--- src/rtl/light_control.sv ---
// light_control: occupancy- and luminance-driven interior light controller.
// Sensors are registered first; a four-state FSM (IDLE/ON/HOLD/MANUAL)
// decides the light, and int_light is registered from the next state so it
// changes on the same edge as the state register.
module light_control #(
  parameter int DARK_TH     = 64,
  parameter int BRIGHT_TH   = 96,
  parameter int HOLD_CYCLES = 16
) (
  input  logic       clk,
  input  logic       reset,
  input  logic [7:0] lum_sen,
  input  logic       ir_sen,
  input  logic       motion_sen,
  input  logic       manual,
  output logic       int_light,
  output logic [1:0] o_state_dbg
);

  // Counter only needs to hold HOLD_CYCLES-1; keep at least one bit.
  localparam int CNT_W = (HOLD_CYCLES > 1) ? $clog2(HOLD_CYCLES) : 1;

  localparam logic [7:0]       DARK_L    = 8'(DARK_TH);
  localparam logic [7:0]       BRIGHT_L  = 8'(BRIGHT_TH);
  localparam logic [CNT_W-1:0] HOLD_LOAD = CNT_W'(HOLD_CYCLES - 1);
  localparam logic [CNT_W-1:0] CNT_ONE   = CNT_W'(1);

  typedef enum logic [1:0] {
    IDLE   = 2'd0,
    ON     = 2'd1,
    HOLD   = 2'd2,
    MANUAL = 2'd3
  } state_t;

  logic [7:0]       r_lum_s;
  logic             r_ir_s;
  logic             r_motion_s;
  logic             r_manual_s;
  state_t           r_state;
  logic [CNT_W-1:0] r_hold_cnt;

  state_t           w_state_next;
  logic [CNT_W-1:0] w_cnt_next;
  logic             w_occ;
  logic             w_dark;
  logic             w_bright;

  // Dark is only consulted from IDLE and bright only from ON/HOLD, which
  // gives the hysteresis band DARK_TH..BRIGHT_TH-1.
  assign w_occ    = r_ir_s | r_motion_s;
  assign w_dark   = (r_lum_s < DARK_L);
  assign w_bright = (r_lum_s >= BRIGHT_L);

  assign o_state_dbg = r_state;

  // Next-state and hold-counter logic; manual beats everything, bright beats occupancy.
  always_comb begin
    w_state_next = r_state;
    w_cnt_next   = r_hold_cnt;
    if (r_manual_s) begin
      w_state_next = MANUAL;
    end else begin
      case (r_state)
        MANUAL: w_state_next = IDLE;
        IDLE: begin
          if (w_dark && w_occ) w_state_next = ON;
        end
        ON: begin
          if (w_bright) begin
            w_state_next = IDLE;
          end else if (!w_occ) begin
            w_state_next = HOLD;
            w_cnt_next   = HOLD_LOAD;
          end
        end
        HOLD: begin
          if (w_bright) begin
            w_state_next = IDLE;
          end else if (w_occ) begin
            w_state_next = ON;
          end else if (r_hold_cnt == '0) begin
            w_state_next = IDLE;
          end else begin
            w_cnt_next = r_hold_cnt - CNT_ONE;
          end
        end
        default: w_state_next = IDLE;
      endcase
    end
  end

  // Input sampling, state register and registered light output.
  always_ff @(posedge clk) begin
    if (reset) begin
      r_lum_s    <= 8'd0;
      r_ir_s     <= 1'b0;
      r_motion_s <= 1'b0;
      r_manual_s <= 1'b0;
      r_state    <= IDLE;
      r_hold_cnt <= '0;
      int_light  <= 1'b0;
    end else begin
      r_lum_s    <= lum_sen;
      r_ir_s     <= ir_sen;
      r_motion_s <= motion_sen;
      r_manual_s <= manual;
      r_state    <= w_state_next;
      r_hold_cnt <= w_cnt_next;
      int_light  <= (w_state_next != IDLE);
    end
  end

endmodule

--- config.mk ---
export PLATFORM = sky130hd
export DESIGN_NAME = light_control
export DESIGN_NICKNAME = d
export VERILOG_FILES = /design/src/rtl/light_control.sv
export SDC_FILE = /design/constraint.sdc
export NUM_CORES = 1
export LEC_CHECK = 0
export ABC_AREA = 1
export CAP_MARGIN = 5
export CORE_UTILIZATION = 45
export DETAILED_ROUTE_END_ITERATION = 10
export GPL_TIMING_DRIVEN = 0
export HOLD_SLACK_MARGIN = 0.08
export PLACE_DENSITY_LB_ADDON = 0.15
export SYNTH_ARGS = -nofsm -noshare
export SYNTH_HDL_FRONTEND = slang
export SYNTH_SLANG_ARGS = --single-unit
--- constraint.sdc ---
create_clock -name clk -period 2.5 [get_ports clk]
set_clock_uncertainty 0.05 [all_clocks]
set_input_delay 0.5 -clock clk [delete_from_list [all_inputs] [get_ports clk]]
set_output_delay 0.5 -clock clk [all_outputs]
set_load 0.03 [all_outputs]
==> metrics.md <==
| Metric | Value |
|---|---|
| Critical Path Stages | `1` |
| DP Area | `813 um^2` |
| WHS | `426 ps` |
| Vias/cell | `4.57` |
| DRC violations left | `0` |
| Crit path to | `o_state_dbg[1]` |
| Power density cells | `637 nW/um^2` |
| Period minus WS final | `1980 ps` |
| Placeable Area | `roughly 1400 um^2` |
| CTS tree | `yes` |
| Final Hold Fails | `0` |
| Drt wl/cell | `8.65 um` |
| Final Wtd Congestion | `0.676` |
| Global route total overflow | `0` |
| Max Cap Viol | `0` |
| Reg-to-reg critical path startpoint | `o_state_dbg[0]` |
| Post-CTS setup buffers | `0` |
| Crit-path slowest cell | `clkdlybuf4s50_1` |
| Worst Slack Setup Final | `~520 ps` |
| Inst Count DP | `between 100 and 150` |
| Seq/Total Area, Yosys | `about 37%` |
| Worst-path clk slew | `~70 ps` |
| Worst Path Buf+Inv | `1` |
| Synth top area share | `around 37%` |
| Largest net degree at the start of global routing | `8` |
| Worst path required time | `1950 ps` |
| Most used DFF post-synth | `dfxtp_1` |
| Kind of critical path | `reg -> out` |
| Via Count | `around 600` |
| Input/output buffers | `10` |
| Max Slew Vio Count | `0` |
| Hold-fix buffers, CTS | `0` |
| Remaining antenna violation count | `0` |
| FMAX | `around 0.51 GHz` |
| Worst-Margin Slew | `between 300 and 400 ps` |
| Fin nets | `roughly 130` |
| Synth top area cells | `dfxtp_1, nand2_1, ha_1, inv_1, nand3_1` |
| Run status | `finished, final reports clean` |
| P&R area growth vs syn | `20.9%` |
| HPWL Detailed | `~910 um` |
| R2R setup slack | `about 1000 ps` |
| Arr. time, crit path | `around 1400 ps` |
| Clk Latency, worst-skew pair | `~270 ps` |
| Final Setup Violations | `0` |
| Worst Setup End Kind | `primary output` |
| Total die area | `around 1700 um^2` |
| Cts bufs inserted | `3` |
| Post-Syn Nets | `118` |
| CP max FO | `7` |
| Slew HR | `between 70% and 80%` |
| Avg Cell Area, Syn | `6.94 um^2` |
| Ant diodes | `0` |
| Syn Std Cell Area | `694 um^2` |
| Rows | `13` |
| Initial Util | `just over 50%` |
| R2r worst-path depth | `10` |
| Total GRT Usage | `between 10% and 20%` |
| Mapped Cells | `100` |
| CP delay by family, top | `buffers and inverters` |
| RSZ-0062 raised after global routing | `false` |
| Pre-CTS setup slack | `813 ps` |
| Iter 0 DRT Violations | `10` |
| Post-CTS Resized | `0` |
| Post-route setup TNS | `0 ps` |
| Distinct cells, synth | `18` |
| CTS Sinks | `13` |
| Leakage | `between 0.4 and 0.5 nW` |
| I/O pin total | `16` |
| DR pass1 iterations | `4` |
| Crit-path cells | `clkdlybuf4s50_1` |
| Antenna violations before repair | `0` |
| Finished Layout Cells | `129` |
| Share of post-route cells with drive strength above 1 | `around 14%` |
| CTS Root Cell | `clkbuf_4` |
| First-pass GRT wire length | `approximately 1.9 mm` |
| CP startpoint | `o_state_dbg[1]` |
| Post-synth top cells | `nand2_1, inv_1, dfxtp_1` |
| Maximum clock insertion buffer count | `2` |
| Number of global-route vias before repair | `about 510` |
| Top-count cell post-synth | `nand2_1` |
| Design area | `around 840 um^2` |
| Critical path startpoint category | `flop` |
| H-tree levels | `1` |
| Async set or reset register ratio after synthesis | `0%` |
| Filler cells | `132` |
| Synth area leader | `dfxtp_1` |
| Maximum VDD drop | `around 0.4 mV` |
| Die Wd | `roughly 41 um` |
| Synth warn | `0` |
| Synth Register Bits | `13` |
| Crit share post-route | `a little under 80%` |
| Worst Hold Class | `reg -> reg` |
| R2R Path End | `int_light` |
| Die height | `a little over 40 um` |
| Number of flops mapped to enable cells by yosys | `0` |
| Drt total wl | `about 1.1 mm` |
| CP max stage delay | `slightly above 700 ps` |
[power breakdown]
part	switching, mW	internal, mW	leakage (nW)	total, mW
clock network	0.0617	0.0617	0.0150	0.123
logic	0.0963	0.0691	0.297	0.165
registers	0.0168	0.229	0.108	0.246
[per-layer routing]
metal,vias up,global-route usage [%],wire length (um)
met5,-,0,0
met2,7,28.9,504
li1,327,-,-
met1,254,21.7,579
met4,0,9.68,6
met3,2,1.63,25
[sequential cells by signal, summed over array words and instances, names as in the netlist]
register	flops
int_light	1
o_state_dbg	2
r_hold_cnt	4
r_ir_s	1
r_lum_s	3
r_manual_s	1
r_motion_s	1
[placed cells by master (no fill, tap or decap), types with 2 or more instances in the layout]
cell,netlist,routed
nor2_1,8,8
clkdlybuf4s50_1,0,10
nand3_1,7,7
a21oi_1,5,5
nand2_1,28,28
inv_2,4,4
o21ai_1,2,2
ha_1,5,5
clkbuf_1,1,2
inv_1,16,16
clkbuf_4,0,3
nor2_4,3,3
dfxtp_1,13,13
nand2_2,2,2
[stage by stage]
stage	utilization, %	power (mW)
CTS	61.4	0.542
floorplan	-	0.370
global route	61.4	0.577
global placement	59.5	0.412
detailed placement	59.5	0.416
finish	61.4	0.535
[kinds of logic (layout without fill, tap and decap cells)]
| family | Yosys count | after routing | share of synthesized area (%) |
|---|---|---|---|
| AO/OA/AOI/OAI | 7 | 7 | 5.04 |
| adder cells (fa/ha/maj) | 5 | 5 | 9.01 |
| buffers and inverters | 22 | 36 | 12.1 |
| flip-flops | 13 | 13 | 37.5 |
| AND/OR/NAND/NOR | 53 | 53 | 36.4 |
[how the worst min path moves through the flow]
stage	from	endpoint	slack, ps	depth (start not counted)
4_1_cts	r_hold_cnt[1]	r_hold_cnt[1]	420	2
5_1_grt	r_hold_cnt[1]	r_hold_cnt[1]	430	2
3_3_place_gp	r_hold_cnt[1]	r_hold_cnt[1]	410	2
3_5_place_dp	r_hold_cnt[1]	r_hold_cnt[1]	410	2
2_1_floorplan	r_hold_cnt[1]	r_hold_cnt[1]	390	2
6_report	r_hold_cnt[1]	r_hold_cnt[1]	430	2
[area by class of cell]
type / instances / area (um^2) / area share (%)
sequential: 13 / 260 / 31.0
clock buffer: 4 / 26.3 / 3.13
tap: 15 / 18.8 / 2.24
timing repair buffer: 10 / 100 / 11.9
multi-input combinational: 65 / 350 / 41.7
inverter: 21 / 80.1 / 9.54
buffer: 1 / 3.75 / 0.447
Power figures use the tool's default switching activity.
